===== src/rtl/multi_blink_pkg.sv =====
// multi_blink_pkg: shared definitions for the multi-channel LED pattern generator.
//   mode_e      - channel mode encoding (OFF / ON / BLINK / BURST)
//   calc_div    - prescaler division ratio from clock and tick rates
//   calc_div_w  - register width needed to count 0..div-1
// The per-channel config struct depends on PER_W/CNT_W, so it is declared
// inside blink_channel where those widths are known.
package multi_blink_pkg;

  typedef enum logic [1:0] {
    MODE_OFF   = 2'd0,
    MODE_ON    = 2'd1,
    MODE_BLINK = 2'd2,
    MODE_BURST = 2'd3
  } mode_e;

  function automatic int calc_div(input int clk_hz, input int tick_hz);
    return clk_hz / tick_hz;
  endfunction

  function automatic int calc_div_w(input int div);
    return (div > 2) ? $clog2(div) : 1;
  endfunction

endpackage


===== src/rtl/multi_blink_channel.sv =====
// blink_channel: one LED pattern channel.
//   clk_i, rst_ni          - clock, asynchronous active-low reset
//   tick_i                 - one-cycle prescaler tick
//   wr_i                   - accepted config write for this channel
//   mode_i/period_i/duty_i/burst_i - config fields captured on wr_i
//   led_o                  - registered LED output
//   period_start_o         - one-cycle pulse in the cycle phase becomes 0 after a wrap
//   pending_o              - shadow config not yet committed
module blink_channel
  import multi_blink_pkg::*;
#(
  parameter int PER_W = 16,
  parameter int CNT_W = 4
) (
  input  logic             clk_i,
  input  logic             rst_ni,
  input  logic             tick_i,
  input  logic             wr_i,
  input  mode_e            mode_i,
  input  logic [PER_W-1:0] period_i,
  input  logic [PER_W-1:0] duty_i,
  input  logic [CNT_W-1:0] burst_i,
  output logic             led_o,
  output logic             period_start_o,
  output logic             pending_o
);

  localparam int BW = CNT_W + 1;

  typedef struct packed {
    mode_e            mode;
    logic [PER_W-1:0] period;
    logic [PER_W-1:0] duty;
    logic [CNT_W-1:0] burst;
  } ch_cfg_t;

  // Period and burst are stored already normalised (0 -> 1) so the
  // counters never need a zero special case.
  localparam ch_cfg_t CFG_RST = '{
    mode:   MODE_OFF,
    period: PER_W'(1),
    duty:   {PER_W{1'b0}},
    burst:  CNT_W'(1)
  };

  ch_cfg_t          cur_q, cur_d;
  ch_cfg_t          shadow_q, shadow_d;
  logic             pending_q, pending_d;
  logic [PER_W-1:0] phase_q, phase_d;
  logic [BW-1:0]    bcnt_q, bcnt_d;
  logic             led_q, led_d;
  logic             pstart_q, pstart_d;

  logic active_s;
  logic wrap_s;
  logic commit_s;
  logic burst_last_s;
  logic on_phase_s;

  // Event decode: phase wrap, commit point and burst counter terminal value.
  always_comb begin
    active_s     = (cur_q.mode == MODE_BLINK) || (cur_q.mode == MODE_BURST);
    wrap_s       = tick_i && active_s && (phase_q == (cur_q.period - PER_W'(1)));
    // OFF/ON have no period to finish, so a pending config commits at once.
    commit_s     = pending_q && (active_s ? wrap_s : 1'b1);
    burst_last_s = (bcnt_q == ({cur_q.burst, 1'b0} - BW'(1)));
    on_phase_s   = (phase_q < cur_q.duty);
  end

  // Next-state for config, shadow, pending flag and counters.
  always_comb begin
    cur_d     = cur_q;
    shadow_d  = shadow_q;
    pending_d = pending_q;
    phase_d   = phase_q;
    bcnt_d    = bcnt_q;
    // Commit outranks a simultaneous wrap: both restart the period at 0.
    if (commit_s) begin
      cur_d     = shadow_q;
      pending_d = 1'b0;
      phase_d   = {PER_W{1'b0}};
      bcnt_d    = {BW{1'b0}};
    end else if (wrap_s) begin
      phase_d = {PER_W{1'b0}};
      bcnt_d  = burst_last_s ? {BW{1'b0}} : (bcnt_q + BW'(1));
    end else if (tick_i && active_s) begin
      phase_d = phase_q + PER_W'(1);
    end else begin
      phase_d = phase_q;
    end
    // wr_i only arrives while pending is clear, so it never races the commit.
    if (wr_i) begin
      shadow_d.mode   = mode_i;
      shadow_d.period = (period_i == {PER_W{1'b0}}) ? PER_W'(1) : period_i;
      shadow_d.duty   = duty_i;
      shadow_d.burst  = (burst_i == {CNT_W{1'b0}}) ? CNT_W'(1) : burst_i;
      pending_d       = 1'b1;
    end else begin
      shadow_d = shadow_q;
    end
  end

  // LED value is derived from the current registered state, one cycle behind it.
  always_comb begin
    led_d    = 1'b0;
    pstart_d = wrap_s;
    case (cur_q.mode)
      MODE_OFF:   led_d = 1'b0;
      MODE_ON:    led_d = 1'b1;
      MODE_BLINK: led_d = on_phase_s;
      MODE_BURST: led_d = on_phase_s && (bcnt_q < {1'b0, cur_q.burst});
      default:    led_d = 1'b0;
    endcase
  end

  // Channel state registers.
  always_ff @(posedge clk_i or negedge rst_ni) begin
    if (!rst_ni) begin
      cur_q     <= CFG_RST;
      shadow_q  <= CFG_RST;
      pending_q <= 1'b0;
      phase_q   <= {PER_W{1'b0}};
      bcnt_q    <= {BW{1'b0}};
      led_q     <= 1'b0;
      pstart_q  <= 1'b0;
    end else begin
      cur_q     <= cur_d;
      shadow_q  <= shadow_d;
      pending_q <= pending_d;
      phase_q   <= phase_d;
      bcnt_q    <= bcnt_d;
      led_q     <= led_d;
      pstart_q  <= pstart_d;
    end
  end

  assign led_o          = led_q;
  assign period_start_o = pstart_q;
  assign pending_o      = pending_q;

endmodule


===== src/rtl/multi_blink.sv =====
// multi_blink: multi-channel LED pattern generator with a shared prescaler.
//   CLK, reset_n   - clock, asynchronous active-low reset
//   cfg_valid/cfg_ready - config handshake (accept on valid & ready)
//   cfg_chan       - target channel; values >= NUM_CH are dropped with cfg_err
//   cfg_mode, cfg_period, cfg_duty, cfg_burst - channel config fields
//   cfg_err        - one-cycle pulse after an out-of-range accept
//   led            - registered channel outputs
//   period_start   - per-channel one-cycle period wrap pulse
//   pending        - per-channel uncommitted config flag
module multi_blink
  import multi_blink_pkg::*;
#(
  parameter int CLK_HZ  = 16000000,
  parameter int TICK_HZ = 1000,
  parameter int NUM_CH  = 2,
  parameter int PER_W   = 16,
  parameter int CNT_W   = 4
) (
  input  logic              CLK,
  input  logic              reset_n,
  input  logic              cfg_valid,
  output logic              cfg_ready,
  input  logic [3:0]        cfg_chan,
  input  logic [1:0]        cfg_mode,
  input  logic [PER_W-1:0]  cfg_period,
  input  logic [PER_W-1:0]  cfg_duty,
  input  logic [CNT_W-1:0]  cfg_burst,
  output logic              cfg_err,
  output logic [NUM_CH-1:0] led,
  output logic [NUM_CH-1:0] period_start,
  output logic [NUM_CH-1:0] pending
);

  localparam int DIV   = calc_div(CLK_HZ, TICK_HZ);
  localparam int DIV_W = calc_div_w(DIV);

  if (DIV < 2) begin : g_bad_div
    $error("multi_blink: CLK_HZ/TICK_HZ must be at least 2");
  end
  if ((NUM_CH < 1) || (NUM_CH > 16)) begin : g_bad_num_ch
    $error("multi_blink: NUM_CH must be in 1..16");
  end

  logic [DIV_W-1:0]  presc_q, presc_d;
  logic              tick_s;
  logic              cfg_err_q, cfg_err_d;
  logic              in_range_s;
  logic              accept_s;
  logic [15:0]       pend_pad_s;
  logic [NUM_CH-1:0] wr_s;
  logic [NUM_CH-1:0] led_s;
  logic [NUM_CH-1:0] pstart_s;
  logic [NUM_CH-1:0] pending_s;

  // Prescaler next count and tick decode.
  always_comb begin
    tick_s = (presc_q == DIV_W'(DIV - 1));
    if (tick_s) begin
      presc_d = {DIV_W{1'b0}};
    end else begin
      presc_d = presc_q + DIV_W'(1);
    end
  end

  // Channel decode and ready mux; depends on cfg_chan and pending only.
  always_comb begin
    in_range_s = ({1'b0, cfg_chan} < 5'(NUM_CH));
    pend_pad_s = 16'h0000;
    for (int i = 0; i < NUM_CH; i++) begin
      pend_pad_s[i] = pending_s[i];
    end
    if (in_range_s) begin
      cfg_ready = ~pend_pad_s[cfg_chan];
    end else begin
      cfg_ready = 1'b1;
    end
    accept_s  = cfg_valid && cfg_ready;
    cfg_err_d = accept_s && !in_range_s;
  end

  // Prescaler and error pulse registers.
  always_ff @(posedge CLK or negedge reset_n) begin
    if (!reset_n) begin
      presc_q   <= {DIV_W{1'b0}};
      cfg_err_q <= 1'b0;
    end else begin
      presc_q   <= presc_d;
      cfg_err_q <= cfg_err_d;
    end
  end

  for (genvar i = 0; i < NUM_CH; i++) begin : g_ch
    assign wr_s[i] = accept_s && in_range_s && (cfg_chan == 4'(i));

    blink_channel #(
      .PER_W (PER_W),
      .CNT_W (CNT_W)
    ) u_ch (
      .clk_i          (CLK),
      .rst_ni         (reset_n),
      .tick_i         (tick_s),
      .wr_i           (wr_s[i]),
      .mode_i         (mode_e'(cfg_mode)),
      .period_i       (cfg_period),
      .duty_i         (cfg_duty),
      .burst_i        (cfg_burst),
      .led_o          (led_s[i]),
      .period_start_o (pstart_s[i]),
      .pending_o      (pending_s[i])
    );
  end

  assign cfg_err      = cfg_err_q;
  assign led          = led_s;
  assign period_start = pstart_s;
  assign pending      = pending_s;

endmodule


===== config.mk =====
export PLATFORM = sky130hd
export DESIGN_NAME = multi_blink
export DESIGN_NICKNAME = d
export VERILOG_FILES = /design/src/rtl/multi_blink_pkg.sv /design/src/rtl/multi_blink_channel.sv /design/src/rtl/multi_blink.sv
export SDC_FILE = /design/constraint.sdc
export NUM_CORES = 1
export LEC_CHECK = 0
export ABC_AREA = 1
export BUFFER_PORTS_ARGS = -buffer_cell sky130_fd_sc_hd__buf_2
export CAP_MARGIN = 5
export CORE_MARGIN = 8
export CORE_UTILIZATION = 50
export DETAILED_ROUTE_END_ITERATION = 8
export PLACE_DENSITY = 0.67
export SETUP_SLACK_MARGIN = 0.1
export SLEW_MARGIN = 20
export SYNTH_ARGS = -nofsm -noshare
export SYNTH_HDL_FRONTEND = slang
export SYNTH_SLANG_ARGS = --single-unit

===== constraint.sdc =====
create_clock -name CLK -period 3.3 [get_ports CLK]
set_input_delay 0.33 -clock CLK [delete_from_list [all_inputs] [get_ports CLK]]
set_output_delay 0.33 -clock CLK [all_outputs]
set_load 0.01 [all_outputs]

== Word level (Yosys, flattened, before mapping) ==
Cells that the tools add are included.

* Register bits after elaboration: 215
* Word-level logic and storage cells: 109

* Add/subtract/negate cells: 9
* Order comparisons: 6
* Equality and inequality tests: 12
* Multiplexer cells: 26
* Bitwise operators: 1
* Reductions and logical operators: 27

{| class="wikitable"
|+ Operators by type and width
! cell !! number
|-
| 2-to-1 mux 16 bit || 7
|-
| adder 16 x 1 -> 16 bit (second input constant) || 2
|-
| equality test 16 bit || 2
|-
| < comparator 16 bit || 2
|-
| subtractor 16 x 1 -> 16 bit (second input constant) || 2
|-
| 2-to-1 mux 5 bit || 6
|-
| logical NOT 16 bit || 1
|-
| adder 14 x 1 -> 14 bit (second input constant) || 1
|-
| equality test 14 bit (second input constant) || 1
|-
| 2-to-1 mux 14 bit || 1
|-
| logical AND 1 bit || 13
|-
| adder 5 x 1 -> 5 bit (second input constant) || 2
|-
| equality test 5 bit || 2
|-
| < comparator 5 x 4 -> 1 bit || 2
|-
| subtractor 5 x 1 -> 5 bit (second input constant) || 2
|-
| equality test 2 bit (second input constant) || 4
|-
| logical NOT 4 bit || 2
|-
| 2-to-1 mux 1 bit || 8
|-
| one-hot mux 1 bit (4 select lines) || 2
|-
| nonzero test 2 bit || 4
|-
| nonzero test 3 bit || 2
|-
| < comparator 4 x 5 -> 1 bit (second input constant) || 1
|-
| binary-select mux 1 bit (select 4 bit) || 1
|-
| equality test 2 x 1 -> 1 bit (second input constant) || 2
|-
| other kinds (7) || 9
|}

== Longest topological paths before layout ==
* Depth in word-level cells: 8
* Gate-level depth with buffers: 18

== Modules after synthesis ==
A second synthesis with hierarchy kept.

* Cell total of the unflattened synthesis: 1,553
* Area total of the unflattened synthesis: 12,039.0 um^2

{| class="wikitable"
|+ By module, submodules not included
! module !! times used !! cells an instance !! area an instance (um^2) !! seq. area each (um^2)
|-
| blink_channel || 2 || 720 || 5,595.4 || 2,507.4
|-
| multi_blink || 1 || 113 || 848.3 || 375.4
|}

== Worst setup path after synthesis ==
Ideal clock, no wire load.

* Path kind: register to register
* Start point: register g_ch[0].u_ch.cur_q[20] (netlist name)
* End point: register g_ch[0].u_ch.cur_q[33] (netlist name)
* Library setup time: 0.117 ns
* Data arrival time: 2.116 ns
* Required time: 3.183 ns
* Slack: 1.067 ns
* Stages on the path, launching flop included: 16
* Path buffers: 2
* Clock period less this slack: 2.233 ns
* Cell sequence: dfstp_2 inv_1 ha_1 nand2_1 nor2_1 nand2_1 xor2_1 nand2_1 nor2_2 nand3_2 nand2_2 nand2_2 buf_6 buf_6 nand2_1 nand2_1

* Longest elaborated chain between the ends: 5

{| class="wikitable"
|+ RTL lines
! what !! RTL line !! source
|-
| start: declaration || multi_blink_channel.sv:46 || <nowiki>ch_cfg_t cur_q, cur_d;</nowiki>
|-
| start signal: assignment || multi_blink_channel.sv:127 || <nowiki>cur_q <= cur_d;</nowiki>
|-
| subtractor 16 x 1 -> 16 bit || multi_blink_channel.sv:63 || <nowiki>wrap_s = tick_i && active_s && (phase_q == (cur_q.period - PER_W'(1)));</nowiki>
|-
| equality test 16 bit || multi_blink_channel.sv:63 ||
|-
| logical AND 1 bit || multi_blink_channel.sv:63 ||
|-
| 2-to-1 mux 1 bit || multi_blink_channel.sv:65 || <nowiki>commit_s = pending_q && (active_s ? wrap_s : 1'b1);</nowiki>
|-
| logical AND 1 bit || multi_blink_channel.sv:65 ||
|}

Every way passes these cells.
A chain may end at the register's enable or synchronous reset.

== Final worst setup path ==
* Start point: register g_ch[0].u_ch.cur_q[20] (netlist name)
* End point: register g_ch[0].u_ch.cur_q[19] (netlist name)

Same word-level chain as after synthesis.

==> impl_metrics.csv <==
group,metric,value,unit
run_status,status,"completed",
worst_setup_path,critPathLaunch,"g_ch[0].u_ch.cur_q[20]",
timing,finClkSkew,10.3,ps
finish,layout-drive-gt1-share,0.0915,
place,dp_slack,492,ps
routing,drcViolationCount,0,
timing,tightest_slew,732,ps
synth,synth_cells,1483,
die,die_w,169,um
synth,yosys-top-cells-count,"nand2_1, dfrtp_1, inv_1",
timing,finalSetupViolCount,0,
hold_path,worstHoldStart,"cfg_valid",
global_routing,grt_util_all_layers,0.198,
power_and_ir_drop,p_per_area,696,nW/um^2
die,core_area,23200,um^2
synth,synth_top_area_frac,0.444,
routing,avgViaCountPerCell,5.10,
place,dp_hpwl,20.1,mm
synth,yosys-top-cells-area,"dfrtp_1, nand2_1, inv_1",
synth,synth.most_common_cell,"nand2_1",
synth,async_flop_share,1.00,
clocking,numCtsBuffers,24,
finish,antenna_cells,0,
routing,drt-wirelength-per-cell,14.8,um
global_routing,first_global_vias,9256,
synth,ys_ff_latch,215,
routing,wirelength,27.6,mm
global_routing,grt_pass1_wl,46.5,mm
finish,nets,1613,
die,die_area,28500,um^2
worst_setup_path,crit_type,"flip-flop to flip-flop",
global_routing,gr-total-overflow,0,
timing,fmax,356,MHz
power_and_ir_drop,total_power,9.08,mW
synth,synth_edf_count,0,
worst_setup_path,required,3710,ps
timing,period_minus_slack,2810,ps
timing,hold_ws,79.8,ps
routing,dr.pass1.iters,5,
place,place_congestion,0.891,
routing,ant_nets,0,
worst_setup_path,cp.arrival,3220,ps
synth,yosysWarningCount,0,
global_routing,antenna_found_initial,0,
timing,grt_setup_unrepaired,"no",
die,ios,53,
synth,ys.flop_type,"dfrtp_1",
finish,syn_to_final_growth,11.8,%
die,start_util,0.503,
timing,slew_headroom,0.510,
timing,setup_tns,0,ps
routing,vias,9482,
timing,hold_violations,0,
synth,seq_area_frac_synth,0.462,
worst_setup_path,r2r_start,"g_ch[0].u_ch.cur_q[20]",
worst_setup_path,endpoint_kind,"flip-flop",
place,portBuffers,52,
worst_setup_path,critPathMaxFanout,38,
clocking,clk_pin_slew,60,ps
worst_setup_path,worstRegToRegCells,13,
clocking,root_buffer,"clkbuf_16",
power_and_ir_drop,leakage,6.76,nW
power_and_ir_drop,ir_worst_vdd,0.331,mV
synth,avgSynthCellArea,7.86,um^2
clocking,cts_max_path_buffers,3,
synth,ys_types,40,
timing,fin_ws,489,ps
timing,drv_slew,0,
clocking,cts_tree,"built",
run,drv_cap,0,
worst_setup_path,r2r_slack,490,ps
worst_setup_path,crit_path_start_kind,"flip-flop",
timing,period_share,0.852,
clocking,clock_latency,530,ps
finish,n_fill_cell,2143,
clocking,cts_sinks,215,
routing,detailedRoute.firstIterationViolations,748,
synth,yosys.area.top_type,"dfrtp_1",
clocking,cts_max_level,1,
synth,synth.cell_area,11700,um^2
hold_path,min_path_cells,3,
die,rows,56,
hold_path,hp-class,"input pin to flip-flop",
synth,synth_nets,1573,
die,chipHeight,169,um
global_routing,grt_max_degree,72,
metal layers:
metal / vias to the layer above / global-route usage / part of all wire
li1: 4794 / - / -
met1: 4499 / 0.285 / 0.49
met2: 161 / 0.314 / 0.45
met3: 28 / 0.0256 / 0.040
met4: 0 / 0.0431 / 0.019
met5: - / 0 / 0
placed cells by master, fill, tap and decap left out, drive strengths merged:
cell type    synthesis  final
nor4                 7      7
bufinv               0      4
dlygate4sd3          0      1
and3                 1      1
xor2                51     51
a211oi               3      3
o211ai               3      3
a41o                 1      1
o21bai               1      1
nand2              436    436
clkinv               2      4
ha                  45     45
and2                 1      1
dfstp                8      8
a31oi                1      1
inv                181    181
nor3b                2      2
a211o                2      2
nand4               21     21
nand3              135    135
mux2                 1      1
or2                  2      2
nand3b               9      9
a221oi               1      1
buf                 27     66
clkbuf              27     39
xnor2               18     18
dfrtp              207    207
o21ai              103    103
nor2               127    127
nor3                24     24
a21oi               36     36
worst max-delay path: stages (launching register included):
cell     delay, ps
dfstp_2        550
inv_1           80
ha_1           240
nand2_1        220
nor2_1         100
nand2_1         90
xor2_1         200
nand2_1         90
nor2_2         120
nand3_2        170
nand2_2        120
nand2_2        420
nand2_1        210
nand2_1         60
report_power, final:
| group | leakage (nW) | internal [mW] | total [mW] | switching, mW |
|---|---|---|---|---|
| Sequential | 2.82 | 3.15 | 3.57 | 0.420 |
| Combinational | 3.52 | 0.951 | 2.60 | 1.65 |
| Clock | 0.426 | 1.82 | 2.90 | 1.08 |
flip-flops by register name (all words and copies together) (netlist names):
register                  flops
presc_q                      14
g_ch.u_ch.phase_q            32
g_ch.u_ch.cur_q              76
cfg_err                       1
g_ch.u_ch.pending_o           2
g_ch.u_ch.shadow_q           76
g_ch.u_ch.bcnt_q             10
g_ch.u_ch.led_o               2
g_ch.u_ch.period_start_o      2
layout make-up:
class,instances,area (um^2),share of cell area
sequential,215,5390,0.413
multi-input combinational,1031,5270,0.404
clock buffer,38,723,0.0555
inverter,183,687,0.0527
timing repair buffer,68,417,0.0320
tap,319,399,0.0306
clock inverter,6,155,0.0119
metrics by stage:
step | instances | util | area (um^2)
6_report | 1860 | 0.562 | 13000
5_1_grt | 1860 | 0.562 | 13000
4_1_cts | 1860 | 0.562 | 13000
3_5_place_dp | 1815 | 0.524 | 12200
3_3_place_gp | 1815 | 0.524 | 12200
2_1_floorplan | 1483 | - | 11700
path summary, 6_finish.rpt:
kind / endpoint
worst max-delay path: g_ch[0].u_ch.cur_q[19]
worst min-delay path: cfg_err
worst max register to register: g_ch[0].u_ch.cur_q[19]
worst min register to register: presc_q[0]
max in group asynchronous: g_ch[1].u_ch.shadow_q[0]
min in group asynchronous: cfg_err
logic make-up (layout without fill, tap and decap cells):
| logic type | count (synthesis) | in the layout | share of synthesized area |
|---|---|---|---|
| AOI/OAI and AO/OA | 151 | 151 | 0.0678 |
| xor gates and xnor gates | 69 | 69 | 0.0518 |
| adders and majority gates | 45 | 45 | 0.0483 |
| buffers and inverters | 237 | 295 | 0.0858 |
| DFF | 215 | 215 | 0.462 |
| muxes | 1 | 1 | 0.000966 |
| and+or+nand+nor | 765 | 765 | 0.283 |
what timing repair did:
action                    4_1_cts  5_1_grt
gates resized for setup         0        0
setup buffers                   0        0
hold endpoints to repair       66        0
hold buffers                    1        0
Note: power is estimated with default switching activity, not from simulation.
